### src/rtl/key_cmd_decoder_pkg.sv
// ---------------------------------------------------------------------------
// key_cmd_decoder_pkg
//   Shared game definitions: PS/2 scan-code constants for the command keys
//   and prefixes, command indices, game state encodings and the PS/2
//   receiver state encoding.
//   No ports (package).
// ---------------------------------------------------------------------------
package key_cmd_decoder_pkg;

    // PS/2 set-2 prefixes
    localparam logic [7:0] SC_EXT   = 8'hE0;
    localparam logic [7:0] SC_BRK   = 8'hF0;

    // Make codes of the mapped keys
    localparam logic [7:0] SC_H     = 8'h33;
    localparam logic [7:0] SC_ESC   = 8'h76;
    localparam logic [7:0] SC_ENTER = 8'h5A;
    localparam logic [7:0] SC_F     = 8'h2B;
    localparam logic [7:0] SC_C     = 8'h21;

    localparam int NUM_CMDS = 5;

    // Bit position of each command in the command / held vectors
    typedef enum logic [2:0] {
        CMD_HELP        = 3'd0,
        CMD_MENU        = 3'd1,
        CMD_SELECT_MAP  = 3'd2,
        CMD_GAME_FOREST = 3'd3,
        CMD_GAME_CASTLE = 3'd4
    } cmd_e;

    // Game state encodings used by the game controller
    typedef enum logic [2:0] {
        GS_MENU       = 3'd0,
        GS_HELP       = 3'd1,
        GS_MAP_SELECT = 3'd2,
        GS_FOREST     = 3'd3,
        GS_CASTLE     = 3'd4
    } game_state_e;

    // PS/2 frame receiver states
    typedef enum logic [1:0] {
        RX_IDLE   = 2'd0,
        RX_DATA   = 2'd1,
        RX_PARITY = 2'd2,
        RX_STOP   = 2'd3
    } rx_state_e;

    // Scan code that triggers the command at a given command index
    function automatic logic [7:0] cmd_scan_code(input int idx);
        logic [7:0] code;
        case (idx)
            0:       code = SC_H;
            1:       code = SC_ESC;
            2:       code = SC_ENTER;
            3:       code = SC_F;
            4:       code = SC_C;
            default: code = 8'h00;
        endcase
        return code;
    endfunction

    // PS/2 uses odd parity: data bits plus parity bit hold an odd number of ones
    function automatic logic odd_parity_ok(input logic [7:0] data, input logic par);
        return ^{data, par};
    endfunction

endpackage

### src/rtl/key_cmd_decoder_ps2_rx.sv
// ---------------------------------------------------------------------------
// ps2_rx
//   PS/2 device-to-host frame receiver. Synchronises ps2_clk/ps2_data,
//   detects falling edges of ps2_clk, assembles 11-bit frames and checks
//   start, parity and stop bits plus an inactivity timeout.
//
//   clk        in   system clock
//   rst_n      in   synchronous active-low reset
//   ps2_clk    in   PS/2 clock (asynchronous)
//   ps2_data   in   PS/2 data  (asynchronous)
//   rx_byte    out  received byte, meaningful while byte_valid is high
//   byte_valid out  one-cycle strobe on the stop-bit edge of a good frame
//   frame_err  out  one-cycle strobe on start/parity/stop/timeout error
//
//   byte_valid and frame_err are strobes in the same cycle the stop-bit edge
//   is detected; the decoder registers them so its outputs appear exactly
//   one cycle after that detection.
// ---------------------------------------------------------------------------
module ps2_rx
    import key_cmd_decoder_pkg::*;
#(
    parameter int CLK_HZ     = 65_000_000,
    parameter int TIMEOUT_US = 100
) (
    input  logic       clk,
    input  logic       rst_n,
    input  logic       ps2_clk,
    input  logic       ps2_data,
    output logic [7:0] rx_byte,
    output logic       byte_valid,
    output logic       frame_err
);

    localparam int TIMEOUT_CYCLES = CLK_HZ / 1_000_000 * TIMEOUT_US;
    localparam int TW             = $clog2(TIMEOUT_CYCLES + 1);
    localparam logic [TW-1:0] TMO_LAST = TW'(TIMEOUT_CYCLES - 1);

    // [0],[1] form the synchroniser; [2] is the previous synchronised clock
    logic [2:0]    clk_sync_q, clk_sync_d;
    logic [1:0]    data_sync_q, data_sync_d;
    rx_state_e     state_q, state_d;
    logic [2:0]    cnt_q, cnt_d;
    logic [7:0]    shift_q, shift_d;
    logic          parity_q, parity_d;
    logic [TW-1:0] tmo_q, tmo_d;

    logic fall;
    logic data_s;
    logic timeout;
    logic valid_c;
    logic err_c;

    assign fall   = clk_sync_q[2] & ~clk_sync_q[1];
    assign data_s = data_sync_q[1];

    // Timeout expires only while a frame is in progress and no edge arrives
    assign timeout = (state_q != RX_IDLE) && !fall && (tmo_q == TMO_LAST);

    always_comb begin
        clk_sync_d  = {clk_sync_q[1:0], ps2_clk};
        data_sync_d = {data_sync_q[0], ps2_data};
        state_d     = state_q;
        cnt_d       = cnt_q;
        shift_d     = shift_q;
        parity_d    = parity_q;
        valid_c     = 1'b0;
        err_c       = 1'b0;

        if (state_q == RX_IDLE || fall) begin
            tmo_d = '0;
        end else begin
            tmo_d = tmo_q + TW'(1);
        end

        if (timeout) begin
            state_d = RX_IDLE;
            cnt_d   = 3'd0;
            shift_d = 8'h00;
            tmo_d   = '0;
            err_c   = 1'b1;
        end else if (fall) begin
            case (state_q)
                RX_IDLE: begin
                    if (!data_s) begin
                        state_d = RX_DATA;
                        cnt_d   = 3'd0;
                        shift_d = 8'h00;
                    end else begin
                        err_c = 1'b1;
                    end
                end
                RX_DATA: begin
                    // LSB arrives first, so shift in from the top
                    shift_d = {data_s, shift_q[7:1]};
                    if (cnt_q == 3'd7) begin
                        state_d = RX_PARITY;
                    end else begin
                        cnt_d = cnt_q + 3'd1;
                    end
                end
                RX_PARITY: begin
                    parity_d = data_s;
                    state_d  = RX_STOP;
                end
                RX_STOP: begin
                    if (data_s && odd_parity_ok(shift_q, parity_q)) begin
                        valid_c = 1'b1;
                    end else begin
                        err_c = 1'b1;
                    end
                    state_d = RX_IDLE;
                    cnt_d   = 3'd0;
                end
                default: state_d = RX_IDLE;
            endcase
        end
    end

    always_ff @(posedge clk) begin
        if (!rst_n) begin
            // Idle-high reset values avoid a false edge after release
            clk_sync_q  <= 3'b111;
            data_sync_q <= 2'b11;
            state_q     <= RX_IDLE;
            cnt_q       <= 3'd0;
            shift_q     <= 8'h00;
            parity_q    <= 1'b0;
            tmo_q       <= '0;
        end else begin
            clk_sync_q  <= clk_sync_d;
            data_sync_q <= data_sync_d;
            state_q     <= state_d;
            cnt_q       <= cnt_d;
            shift_q     <= shift_d;
            parity_q    <= parity_d;
            tmo_q       <= tmo_d;
        end
    end

    assign rx_byte    = shift_q;
    assign byte_valid = valid_c;
    assign frame_err  = err_c;

endmodule

### src/rtl/key_cmd_decoder.sv
// ---------------------------------------------------------------------------
// key_cmd_decoder
//   Turns PS/2 keyboard scan codes into one-cycle game command pulses.
//   Tracks the E0 (extended) and F0 (break) prefixes and a held bit per
//   mapped key so typematic repeats do not retrigger a command.
//
//   clk          in   system clock
//   rst_n        in   synchronous active-low reset
//   ps2_clk      in   PS/2 clock (asynchronous)
//   ps2_data     in   PS/2 data  (asynchronous)
//   help         out  pulse on H make
//   menu         out  pulse on Esc make
//   select_map   out  pulse on Enter make
//   game_forest  out  pulse on F make
//   game_castle  out  pulse on C make
//   frame_err    out  pulse on any receive error
// ---------------------------------------------------------------------------
module key_cmd_decoder
    import key_cmd_decoder_pkg::*;
#(
    parameter int CLK_HZ     = 65_000_000,
    parameter int TIMEOUT_US = 100
) (
    input  logic clk,
    input  logic rst_n,
    input  logic ps2_clk,
    input  logic ps2_data,
    output logic help,
    output logic menu,
    output logic select_map,
    output logic game_forest,
    output logic game_castle,
    output logic frame_err
);

    logic [7:0] rx_byte;
    logic       rx_valid;
    logic       rx_err;

    ps2_rx #(
        .CLK_HZ     (CLK_HZ),
        .TIMEOUT_US (TIMEOUT_US)
    ) u_ps2_rx (
        .clk        (clk),
        .rst_n      (rst_n),
        .ps2_clk    (ps2_clk),
        .ps2_data   (ps2_data),
        .rx_byte    (rx_byte),
        .byte_valid (rx_valid),
        .frame_err  (rx_err)
    );

    logic [NUM_CMDS-1:0] key_hit;
    logic [NUM_CMDS-1:0] held_q, held_d;
    logic [NUM_CMDS-1:0] cmd_q, cmd_d;
    logic                ext_q, ext_d;
    logic                brk_q, brk_d;
    logic                frame_err_q, frame_err_d;

    // One comparator per mapped key; codes are distinct so at most one hits
    generate
        for (genvar gi = 0; gi < NUM_CMDS; gi++) begin : g_key_hit
            assign key_hit[gi] = (rx_byte == cmd_scan_code(gi));
        end
    endgenerate

    always_comb begin
        ext_d       = ext_q;
        brk_d       = brk_q;
        held_d      = held_q;
        cmd_d       = '0;
        frame_err_d = rx_err;

        if (rx_err) begin
            ext_d = 1'b0;
            brk_d = 1'b0;
        end else if (rx_valid) begin
            if (rx_byte == SC_EXT) begin
                ext_d = 1'b1;
            end else if (rx_byte == SC_BRK) begin
                brk_d = 1'b1;
            end else begin
                // Evaluate with the current prefixes, then clear them
                ext_d = 1'b0;
                brk_d = 1'b0;
                if (!ext_q) begin
                    for (int i = 0; i < NUM_CMDS; i++) begin
                        if (key_hit[i]) begin
                            if (brk_q) begin
                                held_d[i] = 1'b0;
                            end else if (!held_q[i]) begin
                                held_d[i] = 1'b1;
                                cmd_d[i]  = 1'b1;
                            end
                        end
                    end
                end
            end
        end
    end

    always_ff @(posedge clk) begin
        if (!rst_n) begin
            ext_q       <= 1'b0;
            brk_q       <= 1'b0;
            held_q      <= '0;
            cmd_q       <= '0;
            frame_err_q <= 1'b0;
        end else begin
            ext_q       <= ext_d;
            brk_q       <= brk_d;
            held_q      <= held_d;
            cmd_q       <= cmd_d;
            frame_err_q <= frame_err_d;
        end
    end

    assign help        = cmd_q[CMD_HELP];
    assign menu        = cmd_q[CMD_MENU];
    assign select_map  = cmd_q[CMD_SELECT_MAP];
    assign game_forest = cmd_q[CMD_GAME_FOREST];
    assign game_castle = cmd_q[CMD_GAME_CASTLE];
    assign frame_err   = frame_err_q;

endmodule

### config.mk
export PLATFORM = sky130hd
export DESIGN_NAME = key_cmd_decoder
export DESIGN_NICKNAME = d
export VERILOG_FILES = /design/src/rtl/key_cmd_decoder_pkg.sv /design/src/rtl/key_cmd_decoder_ps2_rx.sv /design/src/rtl/key_cmd_decoder.sv
export SDC_FILE = /design/constraint.sdc
export NUM_CORES = 1
export LEC_CHECK = 0
export BUFFER_PORTS_ARGS = -buffer_cell sky130_fd_sc_hd__buf_2
export CORE_MARGIN = 5
export CORE_UTILIZATION = 62
export DETAILED_ROUTE_END_ITERATION = 16
export PLACE_DENSITY = 0.78
export SYNTH_ARGS = -nofsm -noshare
export SYNTH_HDL_FRONTEND = slang
export SYNTH_HIERARCHICAL = 1
export SYNTH_SLANG_ARGS = --single-unit
### constraint.sdc
create_clock -name clk -period 5 [get_ports clk]
set_input_delay 1.25 -clock clk [delete_from_list [all_inputs] [get_ports clk]]
set_output_delay 1.25 -clock clk [all_outputs]
set_load 0.005 [all_outputs]
Word-level counts from Yosys, hierarchy flattened:

Cells that the tools add are included.

* flip-flop bits (word level): 45
* output and inout bits: 6

* reduce and logical (&&, ||, !) cells: 29
* mux-type cells: 26
* add/subtract/negate cells: 2
* bitwise logic cells: 14
* equal/unequal tests: 16

Operators by type and width (count)
* $reduce_or A8 Y1: 5
* $reduce_and A6 Y1: 5
* $eq A8 B6 Y1 const B: 3
* $mux W1: 17
* $eq A8 B7 Y1 const B: 2
* $eq A8 B8 Y1 const B: 2
* $pmux W8 S2: 1
* $add A13 B1 Y13 const B: 1
* $eq A13 B13 Y1 const B: 1
* $not A1 Y1: 13
* $pmux W3 S3: 1
* $reduce_and A3 Y1: 3
* $reduce_xor A9 Y1: 1
* $mux W8: 1
* $pmux W2 S4: 1
* $mux W3: 2
* $ne A2 B2 Y1 const B: 3
* $eq A2 B2 Y1 const B: 2
* $mux W2: 2
* $reduce_and A2 Y1: 2
* $reduce_and A4 Y1: 1
* $reduce_bool A2 Y1: 2
* $reduce_or A2 Y1: 2
* $add A3 B1 Y3 const B: 1
* 11 further kinds: 13

Depth between registers and ports, before layout:

* depth in word-level cells: 8
* gate-level depth with buffers: 10
* mapped depth without buffers: 10

Hierarchy:

Netlist, hierarchy kept.

Modules (own cells, without submodules)
* ps2_rx: cells each 156, times used 1, area an instance 1493.9 µm²
* key_cmd_decoder: cells each 63, times used 1, area an instance 584.3 µm²

Least setup slack after synthesis:

Ideal clock, no wire load.

* path kind: reg-to-reg
* from: reg u_ps2_rx.shift_q[2], in the netlist u_ps2_rx/rx_byte[2]
* to: reg held_q[2]
* setup time: 72 ps
* slack: 2731 ps
* arrival: 2197 ps
* cell stages (with the launch flop): 9
* cells stage by stage: dfxtp_1 > xor2_1 > xnor3_2 > xor2_1 > nor2_1 > and2b_1 > nand2_1 > nor4_1 > mux2i_1

* elaborated cells between the ends (all ways): 17
* those cells by class: eq/ne: 3; mux: 8; bitwise: 3; reduce/logical: 3

RTL lines
* start: declaration: RTL line key_cmd_decoder_ps2_rx.sv:43 `logic [7:0] shift_q, shift_d;`
* start signal: assignment: RTL line key_cmd_decoder_ps2_rx.sv:134 `shift_q <= shift_d;`
* $reduce_xor A9 Y1: RTL line key_cmd_decoder_pkg.sv:65 `return ^{data, par};`
* $logic_and A1 B1 Y1: RTL line key_cmd_decoder_ps2_rx.sv:106 `if (data_s && odd_parity_ok(shift_q, parity_q)) begin`
* $mux W1: RTL line key_cmd_decoder_ps2_rx.sv:106
* $mux W1: RTL line key_cmd_decoder_ps2_rx.sv:82 `case (state_q)`
* $mux W1: RTL line key_cmd_decoder_ps2_rx.sv:81 `end else if (fall) begin`
* $mux W1: RTL line key_cmd_decoder_ps2_rx.sv:75 `if (timeout) begin`
* named net rx_valid: RTL line key_cmd_decoder.sv:37 `logic rx_valid;`
* $reduce_and A6 Y1 (no source line)
* end signal: assignment: RTL line key_cmd_decoder.sv:112 `held_q <= held_d;`
* end: declaration: RTL line key_cmd_decoder.sv:54 `logic [NUM_CMDS-1:0] held_q, held_d;`

The timed path passes the listed nets, and every way through them passes these cells.
A chain may end at the register's enable or synchronous reset.

Worst setup path in the final report:

* from: reg u_ps2_rx.shift_q[5], in the netlist u_ps2_rx/rx_byte[5]
* to: reg held_q[2]

Same word-level chain as after synthesis.

==> results.cfg <==
[detailed_routing]
drc = 0
wl_per_cell_um = 13.05
drt-pass1-iter-count = 4
dr_total_vias = 1585
final_antenna_net_count = 0
drt-vias-per-instance = 5.701
dr.first_iter.drc_count = 99
routed_wl_mm = 3.628

[min_path]
hold_depth = 1
hold_start = held_q[2]
whs_endpoint = cmd_q[2]
hold_path_class = reg2reg

[yosys]
ys_top_cells_by_area = dfxtp_1 43%, nor2_1 6.0%, ha_1 4.8%
synth_top_area_share_pct = 43.35
synth.most_common_cell = dfxtp_1
synthArstFlopShare_pct = 0
syn_area_per_cell_sq_um = 9.490
yosys.area.top_type = dfxtp_1
yosys_warnings = 6
synth_common_cells = 45 x dfxtp_1, 33 x nor2_1, 15 x nand2_1, 11 x nand3_1
syn_area_sq_mm = 0.002078
synth.distinct_cells = 40
syn_inst = 219
syn-num-nets = 231
ys_seq_elements = 45
synth-edff-count = 0
ys.flop_type = dfxtp_1
synth_seq_area_share_pct = 43.35

[timing]
max_freq_mhz = 391.5
hold_viol = 0
drv_slew = 0
setup_tns_ps = 0
worst-slew-pin-transition_ps = 705.1
skew_ps = 5.381
maxSlewHeadroom_pct = 52.90
rsz0062_at_grt = false
setup_viol = 0
finalCritPeriodShare_pct = 51.08
min_period_ps = 2554

[worst_setup_path]
r2r_cells = 8
critical-path-max-stage-delay_ps = 540
crit_slowest_cell = dfxtp_1
critPathMaxFanout = 8
arrival_ps = 2840
crit_family = simple AND/OR/NAND/NOR gates
start_kind = register
crit_chain = xnor2_1 > xnor3_2 > xor2_1 > nor2_1 > and2b_1 > nand2_1 > nor4_1 > mux2i_1
r2r_slack_ps = 2450
r2r_end = held_q[2]
end_kind = register
worstPathRequired_ps = 5290
crit_type = reg2reg
critPathBufInv = 0
r2r_start = u_ps2_rx/rx_byte[5]

[final_layout]
final_area_sq_mm = 0.002240
drive_gt1_share_pct = 9.914
fillers = 253
antenna_cells = 0
nets = 243
synthToLayoutAreaGrowth_pct = 7.767
final_cells = 278

[grt]
grt_pass1_vias = 1524
grt_pass1_wl_mm = 6.465
gr-usage-all-layers_pct = 18.57
grt_max_degree = 17
antenna_found_initial = 0
gr-total-overflow = 0

[cts]
h-tree-depth = 2
clockBufferDepth = 2
cts_hold_buf = 0
insertion_delay_ps = 350
clkTransAtPathRegs_ps = 120
cts_sinks = 45
cts_resized = 0
cts_tree = built
root_buffer = clkbuf_4
cts_setup_buffers = 0
cts_inserted_buffers = 5

[place]
placed_area_sq_mm = 0.002155
gp_congestion = 0.8934
port_buffers = 9
placed_cells = 270
dp_hpwl_mm = 2.734

[die]
core.rowCount = 21
coreArea_sq_mm = 0.003284
ios = 10
die_height_um = 67.90
dieArea_sq_mm = 0.004610
die_w_um = 67.90
initial_core_util_pct = 63.28

[power_and_ir_drop]
p_leak_nw = 0.7895
power_mw = 0.6057
power.density_mw_per_mm2 = 270.5
irDropWorstVdd_uv = 174.3

[run]
max_cap_viol_count = 0

[run_status]
outcome = complete, no violations
==> state kept, by name, indices dropped and copies added (netlist names) <==
| name | cells |
|---|---|
| u_ps2_rx/tmo_q | 13 |
| held_q | 5 |
| ext_q | 1 |
| frame_err | 1 |
| u_ps2_rx/parity_q | 1 |
| u_ps2_rx/cnt_q | 3 |
| cmd_q | 5 |
| u_ps2_rx/rx_byte | 8 |
| u_ps2_rx/state_q | 2 |
| brk_q | 1 |
| u_ps2_rx/clk_sync_q | 3 |
| u_ps2_rx/data_sync_q | 2 |
==> area by class of cell <==
class / count / area (sq um) / area share, %
clock buffer: 7 / 55.05 / 2.458
tap: 46 / 57.56 / 2.570
multi-input combinational: 165 / 1132 / 50.56
clock inverter: 1 / 30.03 / 1.341
inverter: 5 / 18.77 / 0.8380
timing repair buffer: 9 / 45.04 / 2.011
sequential: 45 / 900.9 / 40.22
==> per-stage QoR <==
step	utilization (%)	hold slack, ps	worst slack, ps
after floorplan	-	386.3	2731
after global placement	65.60	389.2	2583
after detailed placement	65.60	413.5	2492
after CTS	68.19	440.2	2453
after global routing	68.19	454.8	2179
final	68.19	435.9	2446
==> worst register-to-register path, cell delays in order, from the launching register on <==
cell     delay, ps
dfxtp_1        540
xnor2_1        190
xnor3_2        390
xor2_1         170
nor2_1         300
and2b_1        240
nand2_1         80
nor4_1         370
mux2i_1        220
==> placed cells by master (no fill, tap or decap), types with 2 or more instances in the layout <==
| cell type | synthesis | layout |
|---|---|---|
| dfxtp_1 | 45 | 45 |
| nor2_1 | 33 | 33 |
| nand2_1 | 15 | 15 |
| nand3_1 | 11 | 11 |
| nand2b_1 | 10 | 10 |
| a22oi_1 | 10 | 10 |
| nor3_1 | 9 | 9 |
| mux2i_1 | 9 | 9 |
| buf_2 | 3 | 9 |
| xnor2_1 | 9 | 9 |
| ha_1 | 8 | 8 |
| xor2_1 | 6 | 6 |
| nand4_1 | 5 | 5 |
| inv_1 | 5 | 5 |
| nor4_1 | 5 | 5 |
| clkbuf_4 | 0 | 5 |
| nor2b_1 | 3 | 3 |
| a21oi_1 | 3 | 3 |
| a211oi_1 | 3 | 3 |
| or3_1 | 3 | 3 |
| o41ai_2 | 2 | 2 |
| and4_1 | 2 | 2 |
| nor3b_1 | 2 | 2 |
==> logic make-up (layout without fill, tap and decap cells) <==
logic type,Yosys count,in the layout,share of synthesized area [%]
compound gates,21,21,8.729
xor+xnor,17,17,8.609
fa+ha+maj,8,8,4.817
buf+inv,9,22,2.167
flops,45,45,43.35
mux,9,9,4.335
simple gates,110,110,28.00
==> worst max path at each step <==
stage,depth (start not counted),to,slack (ps),start
after detailed placement,8,held_q[2],2490,u_ps2_rx/rx_byte[2]
after floorplan,8,held_q[2],2730,u_ps2_rx/rx_byte[2]
final,8,held_q[2],2450,u_ps2_rx/rx_byte[5]
after CTS,8,held_q[2],2450,u_ps2_rx/rx_byte[2]
after global routing,8,held_q[0],2180,u_ps2_rx/rx_byte[2]
after global placement,8,held_q[2],2580,u_ps2_rx/rx_byte[2]
==> report_power, final <==
part	internal, mW	leakage, nW	switching, mW
Combinational	0.00537	0.381	0.0106
Sequential	0.361	0.363	0.00120
Clock	0.119	0.0455	0.109
==> metal layers <==
metal  global-route usage (%)  vias to the layer above  wire (um)
met5                        0                        -          0
met4                    7.692                        0         81
met3                    5.583                        7        161
met2                    32.69                       30       1806
met1                    20.78                      752       1578
li1                         -                      796          -
Note: power is estimated with default switching activity, not from simulation.
